<file path="src/rtl/blake2s_pkg.sv">
// Shared definitions for the BLAKE2s block scheduler.
//   sched_state_t       : scheduler state encoding
//   BLAKE2S_BLOCK_BYTES : bytes per compression block
//   BLAKE2S_MAX_NN      : largest digest (and key) length in bytes
package blake2s_pkg;

    localparam int BLAKE2S_BLOCK_BYTES = 64;
    localparam int BLAKE2S_MAX_NN      = 32;

    typedef enum logic [1:0] {
        SCHED_IDLE,
        SCHED_WAIT_RDY,
        SCHED_FEED,
        SCHED_HASH
    } sched_state_t;

endpackage

</file>
<file path="src/rtl/blake2s_block_sched_if.sv">
// Handshake/bus bundle between the block scheduler, its byte source,
// the blake2s_hash256 core and the digest consumer.
//   slave  : the scheduler side (takes start/config/source/core inputs)
//   master : the environment side (drives those inputs, observes outputs)
interface blake2s_block_sched_if;
    logic        start_i;
    logic [5:0]  kk_i;
    logic [5:0]  nn_i;
    logic [63:0] ll_i;
    logic        in_v_i;
    logic [7:0]  in_data_i;
    logic        in_ready_o;
    logic        core_ready_i;
    logic [5:0]  kk_o;
    logic [5:0]  nn_o;
    logic [63:0] ll_o;
    logic        data_v_o;
    logic [7:0]  data_o;
    logic [5:0]  data_idx_o;
    logic        block_first_o;
    logic        block_last_o;
    logic        h_v_i;
    logic [7:0]  h_i;
    logic        hash_v_o;
    logic [7:0]  hash_o;
    logic        busy_o;
    logic        done_o;

    modport slave (
        input  start_i, kk_i, nn_i, ll_i, in_v_i, in_data_i, core_ready_i, h_v_i, h_i,
        output in_ready_o, kk_o, nn_o, ll_o, data_v_o, data_o, data_idx_o,
               block_first_o, block_last_o, hash_v_o, hash_o, busy_o, done_o
    );

    modport master (
        output start_i, kk_i, nn_i, ll_i, in_v_i, in_data_i, core_ready_i, h_v_i, h_i,
        input  in_ready_o, kk_o, nn_o, ll_o, data_v_o, data_o, data_idx_o,
               block_first_o, block_last_o, hash_v_o, hash_o, busy_o, done_o
    );
endinterface

</file>
<file path="src/rtl/blake2s_digest_cnt.sv">
// HASH-phase digest forwarder: registers each core digest byte onto
// hash/hash_v, counts them, and pulses done with the nn-th byte.
//   en        : scheduler is in HASH
//   nn        : digest length (already clamped to 1..32)
//   h_v, h    : core digest byte
//   hash_v    : registered digest valid, hash : registered digest byte
//   done      : registered, coincides with the last hash_v
//   last_byte : combinational, the nn-th byte is being taken this cycle
module blake2s_digest_cnt (
    input  logic       clk,
    input  logic       reset,
    input  logic       en,
    input  logic [5:0] nn,
    input  logic       h_v,
    input  logic [7:0] h,
    output logic       hash_v,
    output logic [7:0] hash,
    output logic       done,
    output logic       last_byte
);
    logic [5:0] cnt;
    logic       take;

    assign take      = en && h_v;
    assign last_byte = take && (cnt == nn - 6'd1);

    always_ff @(posedge clk or posedge reset) begin
        if (reset) begin
            cnt    <= '0;
            hash_v <= 1'b0;
            hash   <= '0;
            done   <= 1'b0;
        end else begin
            hash_v <= take;
            done   <= last_byte;
            if (take)
                hash <= h;
            if (!en || last_byte)
                cnt <= '0;
            else if (h_v)
                cnt <= cnt + 6'd1;
        end
    end
endmodule

</file>
<file path="src/rtl/blake2s_block_sched.sv">
// BLAKE2s block scheduler: slices key + message bytes into 64-byte
// zero-padded blocks for the hash core, then forwards nn digest bytes.
//   clk, reset : clock, asynchronous active-high reset
//   bus        : blake2s_block_sched_if.slave (start/config, byte source,
//                core block stream, digest in/out, busy/done)
// Optional feature macro: BLAKE2S_SCHED_KEY_EN (keyed hashing; when
// undefined the key length is forced to 0 and kk_i is ignored).
module blake2s_block_sched
    import blake2s_pkg::*;
#(
    parameter int BLOCK_BYTES = BLAKE2S_BLOCK_BYTES,
    parameter int MAX_NN      = BLAKE2S_MAX_NN
) (
    input  logic                  clk,
    input  logic                  reset,
    blake2s_block_sched_if.slave  bus
);
    sched_state_t state, state_nx;

    logic [5:0]  nn_r;
    logic [63:0] ll_r;
    logic [63:0] rem;
    logic        first;
    logic        last;
    logic [5:0]  idx;
    logic [5:0]  nn_eff;
    logic        slot_real;
    logic        beat;
    logic        blk_end;
    logic        in_ready;
    logic [7:0]  data;
    logic        digest_last;
    logic        key_blk;
    logic        krem_nz;

    assign nn_eff = (bus.nn_i == 6'd0 || bus.nn_i > 6'(MAX_NN)) ? 6'(MAX_NN) : bus.nn_i;

`ifdef BLAKE2S_SCHED_KEY_EN
    logic [5:0] kk_r;
    logic [5:0] krem;
    logic [5:0] kk_eff;

    assign kk_eff   = (bus.kk_i > 6'(MAX_NN)) ? 6'(MAX_NN) : bus.kk_i;
    assign krem_nz  = (krem != 6'd0);
    assign bus.kk_o = kk_r;

    always_ff @(posedge clk or posedge reset) begin
        if (reset) begin
            kk_r    <= '0;
            krem    <= '0;
            key_blk <= 1'b0;
        end else if (state == SCHED_IDLE && bus.start_i) begin
            kk_r    <= kk_eff;
            krem    <= kk_eff;
            key_blk <= (kk_eff != 6'd0);
        end else if (beat) begin
            if (slot_real && key_blk)
                krem <= krem - 6'd1;
            if (blk_end && !last)
                key_blk <= 1'b0;
        end
    end
`else
    assign key_blk  = 1'b0;
    assign krem_nz  = 1'b0;
    assign bus.kk_o = 6'd0;
`endif

    always_comb begin
        state_nx  = state;
        in_ready  = 1'b0;
        beat      = 1'b0;
        data      = 8'h00;
        slot_real = key_blk ? krem_nz : (rem != 64'd0);
        case (state)
            SCHED_IDLE:
                if (bus.start_i)
                    state_nx = SCHED_WAIT_RDY;
            SCHED_WAIT_RDY:
                if (bus.core_ready_i)
                    state_nx = SCHED_FEED;
            SCHED_FEED: begin
                // Real slots stall on the source; pad slots always advance.
                in_ready = slot_real;
                beat     = slot_real ? bus.in_v_i : 1'b1;
                data     = slot_real ? bus.in_data_i : 8'h00;
                if (beat && idx == 6'(BLOCK_BYTES - 1))
                    state_nx = last ? SCHED_HASH : SCHED_WAIT_RDY;
            end
            SCHED_HASH:
                if (digest_last)
                    state_nx = SCHED_IDLE;
            default:
                state_nx = SCHED_IDLE;
        endcase
    end

    assign blk_end = beat && (idx == 6'(BLOCK_BYTES - 1));

    always_ff @(posedge clk or posedge reset) begin
        if (reset) begin
            state <= SCHED_IDLE;
            nn_r  <= '0;
            ll_r  <= '0;
            rem   <= '0;
            first <= 1'b0;
            last  <= 1'b0;
            idx   <= '0;
        end else begin
            state <= state_nx;
            if (state == SCHED_IDLE && bus.start_i) begin
                nn_r  <= nn_eff;
                ll_r  <= bus.ll_i;
                rem   <= bus.ll_i;
                first <= 1'b1;
            end else if (state == SCHED_WAIT_RDY && bus.core_ready_i) begin
                idx  <= '0;
                // A key block is final only for an empty message.
                last <= key_blk ? (ll_r == 64'd0) : (rem <= 64'(BLOCK_BYTES));
            end else if (beat) begin
                idx <= idx + 6'd1;
                if (slot_real && !key_blk)
                    rem <= rem - 64'd1;
                if (blk_end && !last)
                    first <= 1'b0;
            end
        end
    end

    blake2s_digest_cnt u_digest_cnt (
        .clk       (clk),
        .reset     (reset),
        .en        (state == SCHED_HASH),
        .nn        (nn_r),
        .h_v       (bus.h_v_i),
        .h         (bus.h_i),
        .hash_v    (bus.hash_v_o),
        .hash      (bus.hash_o),
        .done      (bus.done_o),
        .last_byte (digest_last)
    );

    assign bus.in_ready_o    = in_ready;
    assign bus.data_v_o      = beat;
    assign bus.data_o        = data;
    assign bus.data_idx_o    = (state == SCHED_FEED) ? idx : 6'd0;
    assign bus.block_first_o = (state == SCHED_FEED) && first;
    assign bus.block_last_o  = (state == SCHED_FEED) && last;
    assign bus.nn_o          = nn_r;
    assign bus.ll_o          = ll_r;
    assign bus.busy_o        = (state != SCHED_IDLE);
endmodule
</file>
<file path="src/flat_wrapper.sv">
// flat-port wrapper written by rule: the top's interface ports become plain ports
module blake2s_block_sched_flat import blake2s_pkg::*;
#(
    parameter int BLOCK_BYTES = BLAKE2S_BLOCK_BYTES,
    parameter int MAX_NN      = BLAKE2S_MAX_NN
)
  (clk, reset, bus_start_i, bus_kk_i, bus_nn_i, bus_ll_i, bus_in_v_i, bus_in_data_i, bus_core_ready_i, bus_h_v_i, bus_h_i, bus_in_ready_o, bus_kk_o, bus_nn_o, bus_ll_o, bus_data_v_o, bus_data_o, bus_data_idx_o, bus_block_first_o, bus_block_last_o, bus_hash_v_o, bus_hash_o, bus_busy_o, bus_done_o);
  blake2s_block_sched_if bus_i ();
  input  logic clk;
  input  logic reset;
  input wire logic [$bits(bus_i.start_i)-1:0] bus_start_i;
  input wire logic [$bits(bus_i.kk_i)-1:0] bus_kk_i;
  input wire logic [$bits(bus_i.nn_i)-1:0] bus_nn_i;
  input wire logic [$bits(bus_i.ll_i)-1:0] bus_ll_i;
  input wire logic [$bits(bus_i.in_v_i)-1:0] bus_in_v_i;
  input wire logic [$bits(bus_i.in_data_i)-1:0] bus_in_data_i;
  input wire logic [$bits(bus_i.core_ready_i)-1:0] bus_core_ready_i;
  input wire logic [$bits(bus_i.h_v_i)-1:0] bus_h_v_i;
  input wire logic [$bits(bus_i.h_i)-1:0] bus_h_i;
  output wire logic [$bits(bus_i.in_ready_o)-1:0] bus_in_ready_o;
  output wire logic [$bits(bus_i.kk_o)-1:0] bus_kk_o;
  output wire logic [$bits(bus_i.nn_o)-1:0] bus_nn_o;
  output wire logic [$bits(bus_i.ll_o)-1:0] bus_ll_o;
  output wire logic [$bits(bus_i.data_v_o)-1:0] bus_data_v_o;
  output wire logic [$bits(bus_i.data_o)-1:0] bus_data_o;
  output wire logic [$bits(bus_i.data_idx_o)-1:0] bus_data_idx_o;
  output wire logic [$bits(bus_i.block_first_o)-1:0] bus_block_first_o;
  output wire logic [$bits(bus_i.block_last_o)-1:0] bus_block_last_o;
  output wire logic [$bits(bus_i.hash_v_o)-1:0] bus_hash_v_o;
  output wire logic [$bits(bus_i.hash_o)-1:0] bus_hash_o;
  output wire logic [$bits(bus_i.busy_o)-1:0] bus_busy_o;
  output wire logic [$bits(bus_i.done_o)-1:0] bus_done_o;
  assign bus_i.start_i = bus_start_i;
  assign bus_i.kk_i = bus_kk_i;
  assign bus_i.nn_i = bus_nn_i;
  assign bus_i.ll_i = bus_ll_i;
  assign bus_i.in_v_i = bus_in_v_i;
  assign bus_i.in_data_i = bus_in_data_i;
  assign bus_i.core_ready_i = bus_core_ready_i;
  assign bus_i.h_v_i = bus_h_v_i;
  assign bus_i.h_i = bus_h_i;
  assign bus_in_ready_o = bus_i.in_ready_o;
  assign bus_kk_o = bus_i.kk_o;
  assign bus_nn_o = bus_i.nn_o;
  assign bus_ll_o = bus_i.ll_o;
  assign bus_data_v_o = bus_i.data_v_o;
  assign bus_data_o = bus_i.data_o;
  assign bus_data_idx_o = bus_i.data_idx_o;
  assign bus_block_first_o = bus_i.block_first_o;
  assign bus_block_last_o = bus_i.block_last_o;
  assign bus_hash_v_o = bus_i.hash_v_o;
  assign bus_hash_o = bus_i.hash_o;
  assign bus_busy_o = bus_i.busy_o;
  assign bus_done_o = bus_i.done_o;
  blake2s_block_sched #(.BLOCK_BYTES(BLOCK_BYTES), .MAX_NN(MAX_NN)) u_core (.clk(clk), .reset(reset), .bus(bus_i));
endmodule
</file>
<file path="config.mk">
export PLATFORM = sky130hd
export DESIGN_NAME = blake2s_block_sched_flat
export DESIGN_NICKNAME = d
export VERILOG_FILES = /design/src/rtl/blake2s_pkg.sv /design/src/rtl/blake2s_block_sched_if.sv /design/src/rtl/blake2s_digest_cnt.sv /design/src/rtl/blake2s_block_sched.sv /design/src/flat_wrapper.sv
export SDC_FILE = /design/constraint.sdc
export NUM_CORES = 1
export LEC_CHECK = 0
export CORE_UTILIZATION = 50
export CTS_BUF_LIST = sky130_fd_sc_hd__clkbuf_4 sky130_fd_sc_hd__clkbuf_8
export DETAILED_ROUTE_END_ITERATION = 8
export DONT_BUFFER_PORTS = 1
export HOLD_SLACK_MARGIN = 0.08
export MAX_ROUTING_LAYER = met4
export PLACE_DENSITY = 0.64
export SETUP_SLACK_MARGIN = 0.1
export SLEW_MARGIN = 20
export SYNTH_ARGS = -nofsm -noshare
export SYNTH_HDL_FRONTEND = slang
export SYNTH_SLANG_ARGS = --single-unit
</file>
<file path="constraint.sdc">
create_clock -name clk -period 10 [get_ports clk]
set_clock_uncertainty 0.15 [all_clocks]
set_input_delay 0.5 -clock clk [delete_from_list [all_inputs] [get_ports clk]]
set_output_delay 0.5 -clock clk [all_outputs]
set_load 0.005 [all_outputs]
</file>
==> flow_summary.yaml <==
pwr:
  switching_share: 0.3979
  p_per_area_nw_per_um2: 265.2
  comb_power_share: 0.297
  leakage_uw: 0.003905
  vdd_ir_drop_max_mv: 0.1546
  p_int_uw: 1496
  clkPwrFrac: 0.202
  netSwitchingPower_uw: 988.8
  power.share.sequential: 0.501
floorplanning:
  ioPinCount: 203
  die_area_um2: 16570
  coreArea_um2: 15430
  num_rows: 45
  fp.dieH_um: 128.7
  die_w_um: 128.7
  initial_core_util: 0.5206
timing:
  grt_setup_unrepaired: "no"
  slew_headroom: 0.2900
  worst_pin_slew_ns: 1.065
  finalSetupTns_ns: 0
  min_period_ns: 5.092
  period_share: 0.5092
  max_freq_mhz: 196.4
  finalMaxSlewViolations: 0
  fin_hold_ws_ns: 0.09363
  finalHoldViolations: 0
  finalSetupViolCount: 0
yosys:
  synth-async-reset-ratio: 1.000
  avgSynthCellArea_um2: 9.075
  synth_seq_cells: 160
  synth.yosys.seq_area_share: 0.4985
  synth_top_area_cell: "dfrtp_1"
  synth-edff-count: 0
  synth_ff_type: "dfrtp_1"
  synth_cell_types: 56
  synthCells: 885
  yosys_warnings: 0
  yosys.area.top_type_share: 0.4985
  synth_area_leaders: "dfrtp_1 (50%), nand2_1 (9.4%), o21ai_0 (3.0%)"
  netlist_area_um2: 8031
critical_path:
  cp_max_fo: 23
  cp-end-kind: "primary output"
  cp-start-kind: "flop"
  cp.required_ns: 9.35
  cp.arrival_ns: 4.44
  path_class: "reg2out"
detailed_routing:
  route.met3.wl_mm: 1.373
  wire_per_inst_um: 18.87
  drt_pass1_iterations: 5
  vias: 6932
  dr.first_iter.drc_count: 618
  top_layer: "met4"
  avgViaCountPerCell: 5.955
  routed_wirelength_mm: 21.96
  wl_met2_mm: 10.87
  drc: 0
  wl_met1_mm: 9.297
  detail-route-antenna-nets: 0
cts:
  clock-sinks: 160
  path_clk_slew_ns: 0.10
  htreeDepth: 4
  cts_tree: "built"
  numCtsBuffers: 17
  clk_latency_ns: 0.48
  cts_post_setup_buffers_inserted: 0
  cts_root_buf: "clkbuf_8"
  cts_buffer_depth: 2
place:
  numPortBuffers: 0
  place_congestion: 0.9354
  dp_hpwl_mm: 14.54
  post-place-cells: 1052
finish:
  nets: 1043
  postLayoutCoreUtil: 0.6073
  stdcell_count: 1164
  antennaDiodeCount: 0
  syn2layout_area_growth_pct: 16.65
  drive_above_1_share: 0.07240
grt:
  grt_max_degree: 104
  overflow: 0
  antenna_found_initial: 0
  first_global_vias: 7008
  grt_pass1_wl_mm: 35.47
  grt_use_total: 0.2865
hold_path:
  hold_path.class: "in2reg"
outcome:
  status: "finished, final reports clean"
run:
  maxCapViolations: 0
==> stage by stage <==
step	area [µm²]	total power (µW)	setup WS, ns
after CTS	9360	2484	4.966
after detailed placement	8147	1955	5.495
after global placement	8147	1908	5.536
final	9369	2485	4.909
after floorplan	8050	1740	5.030
after global routing	9369	2664	4.555
==> power by group through the flow <==
stage	registers, µW	clock network [µW]	logic (µW)
after detailed placement	1250	0	708
final	1240	502	738
after global routing	1290	536	840
after CTS	1240	508	737
after global placement	1240	0	672
after floorplan	1160	0	582
==> worst max-delay path, cell delays in order (launching register included) <==
cell and delay (ns):
dfrtp_1 0.46, nor4_1 0.63, nand3_1 0.45, or4_1 1.03
nor2_1 0.78, o21ai_0 0.43, inv_1 0.17
==> metal layers <==
layer,track usage,up-vias
met5,-,-
met4,0.1038,0
met3,0.05904,33
met2,0.4712,266
met1,0.3494,3408
li1,-,3225
==> layout make-up <==
cell class | instances | area, µm²
multi-input combinational | 664 | 3800
clock inverter | 13 | 151.4
clock buffer | 19 | 261.5
tap | 211 | 264.0
timing repair buffer | 84 | 834.6
fill | 1336 | 6058
inverter | 13 | 53.80
sequential | 160 | 4004
==> kinds of logic (layout without fill, tap and decap cells) <==
kind of cell,after synthesis,in the layout,synth area share
and+or+nand+nor,439,439,0.2650
adders and majority gates,5,5,0.007789
DFF,160,160,0.4985
other,1,6,0.0004669
muxes,14,14,0.01870
AOI/OAI and AO/OA,149,149,0.1200
buffers and inverters,66,129,0.03396
xor gates and xnor gates,51,51,0.05562
==> what timing repair did <==
action,in CTS,in global routing
hold endpoints to repair,206,0
gates resized for setup,0,0
hold buffers,80,0
==> flip-flops by register name (all words and copies together) (netlist names) <==
name and flops:
u_core.bus.ll_o 64, u_core.bus.nn_o 6, u_core.first 1, u_core.idx 6, u_core.last 1, u_core.rem 64
u_core.state 2, u_core.u_digest_cnt.cnt 6, u_core.u_digest_cnt.done 1, u_core.u_digest_cnt.hash 8, u_core.u_digest_cnt.hash_v 1
==> cell usage in the layout (no fill, tap or decap), drive strengths merged, types with 20 or more instances in the layout <==
cell type and n:
nand3 20, o21ai 49, a21oi 21, nand2 202, or4 26, dfrtp 160, xnor2 27, nor2 61
xor2 24, nor3 24, dlygate4sd3 80
==> cells in the mapped netlist (13+ instances only) <==
cell      number
nand2_1      202
dfrtp_1      160
nor2_1        61
o21ai_0       48
clkbuf_1      42
xnor2_1       27
nor3_1        24
xor2_1        24
or4_1         22
a21oi_1       21
nand3_1       20
nor4_1        19
o211ai_1      19
a31oi_1       14
inv_1         13
nand4_1       13
==> path summary, 6_finish.rpt <==
check | from | slack (ns) | end | depth (start not counted)
min in group asynchronous | reset | 0.48 | u_core.rem[32] | 2
hold reg to reg | u_core.last | 0.36 | u_core.last | 2
hold / removal | bus_ll_i[22] | 0.09 | u_core.rem[22] | 2
max in group asynchronous | reset | 7.99 | u_core.bus.ll_o[46] | 3
setup / recovery | u_core.rem[8] | 4.91 | bus_data_v_o | 6
setup reg to reg | u_core.rem[8] | 5.66 | u_core.state[0] | 6
(Power assumes the default switching activity.)
